--- src/rtl/shift_add_multiplier_if.sv ---
// Multiply request/result bus plus the adder operand/sum wiring for shift_add_multiplier.
// The master side is the requester and also hosts the external carry-less adder.
interface shift_add_multiplier_if #(
    parameter int n = 8
);
    logic           start;
    logic [n-1:0]   mcand;
    logic [n-1:0]   mplier;
    logic [n-1:0]   add_a;
    logic [n-1:0]   add_b;
    logic [n-1:0]   add_s;
    logic           busy;
    logic           done;
    logic [2*n-1:0] product;

    modport master (
        output start, mcand, mplier, add_s,
        input  add_a, add_b, busy, done, product
    );

    modport slave (
        input  start, mcand, mplier, add_s,
        output add_a, add_b, busy, done, product
    );
endinterface

--- src/rtl/shift_add_multiplier.sv ---
// Multi-cycle unsigned n x n -> 2n shift-add multiplier that borrows an external
// n-bit carry-less adder and rebuilds the lost carry-out from the operand/sum MSBs.
module shift_add_multiplier #(
    parameter int n  = 8,
    parameter int cw = 4
) (
    input  logic                  clk,
    input  logic                  rst_n,
    shift_add_multiplier_if.slave bus
);

    typedef enum logic [1:0] {
        IDLE = 2'd0,
        RUN  = 2'd1,
        DONE = 2'd2
    } state_t;

    localparam logic [cw-1:0] last_cnt = cw'(n - 1);

    state_t        state_reg;
    logic [n-1:0]  acc_reg;
    logic [n-1:0]  q_reg;
    logic [n-1:0]  m_reg;
    logic [cw-1:0] cnt_reg;
    logic          busy_reg;
    logic          done_reg;

    logic [n-1:0]  add_a_next;
    logic [n-1:0]  add_b_next;
    logic          carry;
    logic          accept;

    // Operands are only presented while iterating so the shared adder sees zeros otherwise.
    always_comb begin
        add_a_next = '0;
        add_b_next = '0;
        if (state_reg == RUN) begin
            add_a_next = acc_reg;
            add_b_next = q_reg[0] ? m_reg : '0;
        end
    end

    // Carry-out of a+b: both MSBs set, or exactly one set and the sum MSB cleared.
    assign carry = (add_a_next[n-1] & add_b_next[n-1])
                 | ((add_a_next[n-1] ^ add_b_next[n-1]) & ~bus.add_s[n-1]);

    assign accept = bus.start && (state_reg == IDLE || state_reg == DONE);

    always_ff @(posedge clk or negedge rst_n) begin
        if (!rst_n) begin
            state_reg <= IDLE;
            acc_reg   <= '0;
            q_reg     <= '0;
            m_reg     <= '0;
            cnt_reg   <= '0;
            busy_reg  <= 1'b0;
            done_reg  <= 1'b0;
        end else begin
            case (state_reg)
                IDLE, DONE: begin
                    done_reg <= 1'b0;
                    if (accept) begin
                        m_reg     <= bus.mcand;
                        q_reg     <= bus.mplier;
                        acc_reg   <= '0;
                        cnt_reg   <= '0;
                        busy_reg  <= 1'b1;
                        state_reg <= RUN;
                    end else begin
                        busy_reg  <= 1'b0;
                        state_reg <= IDLE;
                    end
                end
                RUN: begin
                    // Right shift of {carry, sum, q}: the sum LSB becomes a finished product bit.
                    acc_reg <= {carry, bus.add_s[n-1:1]};
                    q_reg   <= {bus.add_s[0], q_reg[n-1:1]};
                    cnt_reg <= cnt_reg + 1'b1;
                    if (cnt_reg == last_cnt) begin
                        busy_reg  <= 1'b0;
                        done_reg  <= 1'b1;
                        state_reg <= DONE;
                    end
                end
                default: begin
                    busy_reg  <= 1'b0;
                    done_reg  <= 1'b0;
                    state_reg <= IDLE;
                end
            endcase
        end
    end

    assign bus.add_a   = add_a_next;
    assign bus.add_b   = add_b_next;
    assign bus.busy    = busy_reg;
    assign bus.done    = done_reg;
    assign bus.product = {acc_reg, q_reg};

endmodule

--- src/flat_wrapper.sv ---
// flat-port wrapper written by rule: the top's interface ports become plain ports
module shift_add_multiplier_flat 
#(
    parameter int n  = 8,
    parameter int cw = 4
)
  (clk, rst_n, bus_start, bus_mcand, bus_mplier, bus_add_s, bus_add_a, bus_add_b, bus_busy, bus_done, bus_product);
  shift_add_multiplier_if #(.n(n)) bus_i ();
  input  logic clk;
  input  logic rst_n;
  input wire logic [$bits(bus_i.start)-1:0] bus_start;
  input wire logic [$bits(bus_i.mcand)-1:0] bus_mcand;
  input wire logic [$bits(bus_i.mplier)-1:0] bus_mplier;
  input wire logic [$bits(bus_i.add_s)-1:0] bus_add_s;
  output wire logic [$bits(bus_i.add_a)-1:0] bus_add_a;
  output wire logic [$bits(bus_i.add_b)-1:0] bus_add_b;
  output wire logic [$bits(bus_i.busy)-1:0] bus_busy;
  output wire logic [$bits(bus_i.done)-1:0] bus_done;
  output wire logic [$bits(bus_i.product)-1:0] bus_product;
  assign bus_i.start = bus_start;
  assign bus_i.mcand = bus_mcand;
  assign bus_i.mplier = bus_mplier;
  assign bus_i.add_s = bus_add_s;
  assign bus_add_a = bus_i.add_a;
  assign bus_add_b = bus_i.add_b;
  assign bus_busy = bus_i.busy;
  assign bus_done = bus_i.done;
  assign bus_product = bus_i.product;
  shift_add_multiplier #(.n(n), .cw(cw)) u_core (.clk(clk), .rst_n(rst_n), .bus(bus_i));
endmodule
--- config.mk ---
export PLATFORM = sky130hd
export DESIGN_NAME = shift_add_multiplier_flat
export DESIGN_NICKNAME = d
export VERILOG_FILES = /design/src/rtl/shift_add_multiplier_if.sv /design/src/rtl/shift_add_multiplier.sv /design/src/flat_wrapper.sv
export SDC_FILE = /design/constraint.sdc
export NUM_CORES = 1
export LEC_CHECK = 0
export ABC_AREA = 1
export BUFFER_PORTS_ARGS = -buffer_cell sky130_fd_sc_hd__buf_4
export CAP_MARGIN = 40
export CORE_MARGIN = 2
export CORE_UTILIZATION = 30
export CTS_BUF_LIST = sky130_fd_sc_hd__clkbuf_8
export CTS_CLUSTER_DIAMETER = 40
export DETAILED_ROUTE_END_ITERATION = 8
export PLACE_DENSITY_LB_ADDON = 0.1
export SETUP_SLACK_MARGIN = 0.1
export SKIP_LAST_GASP = 1
export SYNTH_ARGS = -nofsm -noshare
export SYNTH_HDL_FRONTEND = slang
export SYNTH_SLANG_ARGS = --single-unit
--- constraint.sdc ---
create_clock -name clk -period 1.3 [get_ports clk]
set_clock_uncertainty 0.1 [all_clocks]
set_input_delay 0.39 -clock clk [delete_from_list [all_inputs] [get_ports clk]]
set_output_delay 0.39 -clock clk [all_outputs]
set_load 0.02 [all_outputs]
* After elaboration in Yosys (flattened, before gate mapping) *
Cells that the tools add are included.

storage, ports and cells
  register bits = 32
  bits of input ports = 27
  output and inout port bits = 34
  logic and storage cells = 42

operators by class
  $add $sub $neg = 1
  eq/ne operators = 5
  multiplexer cells = 17
  bitwise gates (word level) = 5
  reductions and logical operators = 7

operator list
  kind                                                                     count
  8-bit two-way mux                                                        5
  8-bit case mux with 2 select lines                                       2
  4-bit case mux with 2 select lines                                       1
  1-bit two-way mux                                                        5
  4-bit by 1-bit adder with 4-bit output, second input constant            1
  4-bit by 3-bit equality test with 1-bit output, second input constant    1
  4-bit two-way mux                                                        1
  2-bit case mux with 2 select lines                                       1
  2-bit AND reduction                                                      2
  1-bit AND                                                                2
  2-bit by 1-bit equality test with 1-bit output, second input constant    1
  2-bit equality test, second input constant                               1
  2-bit zero test                                                          1
  2-bit two-way mux                                                        1
  2-bit by 1-bit inequality test with 1-bit output, second input constant  1
  2-bit inequality test, second input constant                             1
  1-bit case mux with 2 select lines                                       1
  2-bit nonzero test                                                       1
  2-bit OR reduction                                                       1
  1-bit logical AND                                                        1
  1-bit logical OR                                                         1
  1-bit inverter                                                           1
  1-bit bitwise OR                                                         1
  1-bit bitwise XOR                                                        1

* Longest topological paths before layout *
  depth after elaboration = 6
  gate-level depth with buffers = 9
  mapped depth without buffers = 8

* Worst setup path after synthesis *
Ideal clock, no wire load.

  kind = register -> register
  start = reg u_core.q_reg[0]
  end = reg u_core.acc_reg[7]
  setup time = 0.121 ns
  arrival = 1.607 ns
  data required time = 1.079 ns
  path slack = -0.528 ns
  cell stages (with the launch flop) = 9
  path buffers = 1
  period minus slack after synthesis = 1.828 ns
  cells stage by stage = dfrtp_1 clkbuf_1 nand2_1 nor2_1 ha_1 inv_1 o21bai_1 nand2_1 o21ai_1

on the way
  longest elaborated chain between the ends = 6
  elaborated cells between the ends (all ways) = 7
  those cells by class = 3 x mux; 4 x bitwise

ends and longest elaborated chain
  item                                    RTL line                    RTL
  start: declaration                      shift_add_multiplier.sv:22  logic [n-1:0] q_reg;
  start signal: assignment                shift_add_multiplier.sv:64  q_reg <= bus.mplier;
  start signal: assignment                shift_add_multiplier.sv:77  q_reg <= {bus.add_s[0], q_reg[n-1:1]};
  8-bit two-way mux (*)                   shift_add_multiplier.sv:39  add_b_next = q_reg[0] ? m_reg : '0;
  8-bit two-way mux (*)                   shift_add_multiplier.sv:37  if (state_reg == RUN) begin
  named net bus_add_b[7]                  flat_wrapper.sv:16          output wire logic [$bits(bus_i.add_b)-1:0] bus_add_b;
  1-bit bitwise XOR                       shift_add_multiplier.sv:45  | ((add_a_next[n-1] ^ add_b_next[n-1]) & ~bus.add_s[n-1]);
  1-bit AND                               shift_add_multiplier.sv:45
  1-bit bitwise OR (*)                    shift_add_multiplier.sv:45
  8-bit case mux with 2 select lines (*)  shift_add_multiplier.sv:59  case (state_reg)
  end signal: assignment                  shift_add_multiplier.sv:76  acc_reg <= {carry, bus.add_s[n-1:1]};
  end: declaration                        shift_add_multiplier.sv:21  logic [n-1:0] acc_reg;

The timed path passes the listed nets; every way through them passes the cells marked *.
A chain may end at the register's enable or synchronous reset.

* Final worst setup path *
  start = reg u_core.state_reg[1]
  end = out bus_add_a[5]

on the way
  longest elaborated chain between the ends = 2

ends and longest elaborated chain
  item                                            RTL line                    RTL
  start: declaration                              shift_add_multiplier.sv:20  state_t state_reg;
  start signal: assignment                        shift_add_multiplier.sv:51  state_reg <= IDLE;
  start signal: assignment                        shift_add_multiplier.sv:68  state_reg <= RUN;
  start signal: assignment                        shift_add_multiplier.sv:71  state_reg <= IDLE;
  2-bit by 1-bit equality test with 1-bit output  shift_add_multiplier.sv:37
  8-bit two-way mux                               shift_add_multiplier.sv:37
  end: declaration                                flat_wrapper.sv:15          output wire logic [$bits(bus_i.add_a)-1:0] bus_add_a;

Every way passes these cells.

==> metrics.md <==
| Metric | Value |
|---|---|
| FILL cells | 413 |
| Via Count | between 1.5k and 2k |
| Gpl congestion | a little under 0.7 |
| Critical-path maximum fanout | 8 |
| Worst hold stages | 3 |
| Vias in the first global route | 1470 |
| Die span in y | about 74 µm |
| Largest net degree at the start of global routing | 32 |
| Core area | between 0.004 and 0.005 mm² |
| Synth top area cells | dfrtp_1, nand2_1, inv_1, nor2_1, o21ai_1 |
| Worst Tran Pin Value | ~0.40 ns |
| Worst EP required | between 0.8 and 0.9 ns |
| Logic pwr share | 65.9% |
| Crit path DAT | between 1 and 1.5 ns |
| P_sw | 3.24 mW |
| Syn_nets | between 200 and 250 |
| DR WL/cell | roughly 12 µm |
| Ant diodes | 0 |
| Gr ovfl total | 0 |
| Synth warn | 0 |
| P_int | approximately 4.3 mW |
| Final core utilization | slightly above 60% |
| Placed insts | ~320 |
| DR DRC count | 0 |
| Sinks on Clock Net | 31 |
| FF/Latch Area | slightly below 800 µm² |
| Initial antenna violation count | 0 |
| Startpoint types | flop |
| Cell area after placement | 0.00215 mm² |
| Setup TNS | -8.66 ns |
| Die Wd | 73.7 µm |
| Dpl hpwl | 2.66 mm |
| Leak pwr | 1.50 nW |
| Clock tree from TritonCTS | yes |
| Worst-path clk slew | ~0.060 ns |
| Place WS | -0.152 ns |
| Max Cap Viol | 0 |
| Hold Slack | around 0.21 ns |
| First-pass GRT wire length | roughly 6.7 mm |
| Net Sw Frac | a little over two fifths |
| Final Hold Viols | 0 |
| DR iter-0 viols | 31 |
| Area fraction of the dominant cell type after synthesis | between 50% and 60% |
| Total Wirelength | around 4.1 mm |
| Number of synthesized register bits | 31 |
| Area of the multi-input gates | 838 µm² |
| Detailed Routing Iterations Pass 1 | 4 |
| VDD IR max | approximately 1.1 mV |
| CTS H-tree lvls | 2 |
| Row count | 25 |
| Remaining antenna violation count | 0 |
| Sequential share of power | about a quarter |
| GRT Total Usage | 16.4% |
| Period utilization | 132% |
| Io pins | between 60 and 70 |
| Drt via density | ~4.4 |
| Sequential-to-total area share from yosys stat | a little over half |
| Setup crit end kind | primary output |
| Clk pwr share | a little over a tenth |
| Post-synth top area cell | dfrtp_1 |
| Final Total Pwr | 7.55 mW |
| Fin nets | 327 |
| Post-Syn Area | approximately 0.0015 mm² |
| Relative slew slack | 73.5% |
| Initial Util | between 30% and 40% |
| Avg Synthesized Cell Area | ~7.4 µm² |
| Total CTS buffers | 5 |
| R2r worst-path depth | 10 |
| Critical path class | flop to primary output |
| Slew Limit Fails | 0 |
| RSZ-0062 raised after global routing | yes |
| Fin area | around 0.0029 mm² |
| Power Density | 2580 mW/mm² |
| Buffers on Ports | 60 |
| Final non-filler cell total | approximately 350 |
| Max clock buf depth | 2 |
| Synth Instances | 197 |
| Final setup violation count | 43 |
| Root buf cell | clkbuf_8 |
| Die ar. | 0.00544 mm² |
| Cell variety after synth | 17 |
| Minimum clock period | 1.71 ns |
| Hold Path Class | primary input to flop |
| Layout cells sized above 1 | about 56% |
| Post-route setup slack | -0.410 ns |
| Outcome | finished with violations |
| Max Freq | between 0.5 and 0.6 GHz |
| Failing checks | setup timing |
| Clk_lat worst skew | 0.28 ns |
| Area growth syn-to-layout | 101% |
path summary, 6_finish.rpt:
| path | start | end | slack [ns] |
|---|---|---|---|
| min in group asynchronous | rst_n | u_core.acc_reg[3] | 0.47 |
| max in group asynchronous | rst_n | u_core.q_reg[0] | 0.31 |
| worst max register to register | u_core.state_reg[0] | u_core.acc_reg[7] | -0.31 |
| worst min register to register | u_core.m_reg[2] | u_core.m_reg[2] | 0.38 |
| worst max-delay path | u_core.state_reg[1] | bus_add_a[5] | -0.41 |
| worst min-delay path | bus_mcand[1] | u_core.m_reg[1] | 0.21 |
layout by cell type (no fill, tap or decap), types with 2 or more instances in the layout:
cell type and count:
nor2_1 3, buf_4 42, inv_8 2, clkbuf_8 7, inv_4 2, nand2_2 16, buf_6 51, nand2_1 70
nand2_4 6, o21ai_2 4, clkinv_8 2, dfrtp_1 28, buf_12 3, buf_8 2, inv_1 20, dfrtp_2 3
nor2_4 19, o21ai_1 5, nand3_1 2, nand2_8 2
cell families after synthesis:
group,count (synthesis),share of synthesized area [%]
flip-flops,31,53.2
AO/OA/AOI/OAI,11,3.94
AND/OR/NAND/NOR,121,31.9
buffers and inverters,32,9.26
adder cells (fa/ha/maj),2,1.71
power groups by stage:
stage          clock (mW)  sequential, mW  combinational, mW
2_1_floorplan           0            2.01               1.71
3_3_place_gp            0            1.75               3.22
3_5_place_dp            0            1.75               3.23
4_1_cts             0.843            1.74               4.50
5_1_grt             0.891            1.81               5.40
6_report            0.817            1.76               4.97
metal layers:
layer,wire length (µm),up-vias,track usage (%)
li1,-,789,-
met1,1710,724,19.9
met2,2180,38,28.2
met3,207,5,4.66
met4,47,0,4.85
met5,0,-,0
critical path: stages (launching register included):
cell,delay (ns)
dfrtp_2,0.42
inv_4,0.08
nand2_8,0.08
buf_6,0.14
nor2_4,0.08
buf_6,0.12
cell type report:
class | count | share of cell area, %
Inverter | 24 | 3.68
Sequential cell | 31 | 26.6
Timing Repair Buffer | 99 | 33.8
Multi-Input combinational cell | 134 | 28.6
Tap cell | 54 | 2.31
Timing Repair inverter | 3 | 1.50
Clock buffer | 7 | 3.29
Clock inverter | 1 | 0.128
synthesized netlist by cell type (all sizes together):
cell    number
nand2       94
dfrtp       31
inv         24
nor2        23
o21ai        9
buf          6
nand3        3
clkbuf       2
ha           2
a21oi        1
nand4        1
o21bai       1
what timing repair did:
item | CTS | global route
hold endpoints to repair | 31 | 0
cloned | 3 | 1
resized for setup | 80 | 51
pin swaps | 4 | 12
buffers inserted | 16 | 8
endpoints found under the setup margin | 55 | 65
hold buffers | 1 | 0
(Power assumes the default switching activity.)
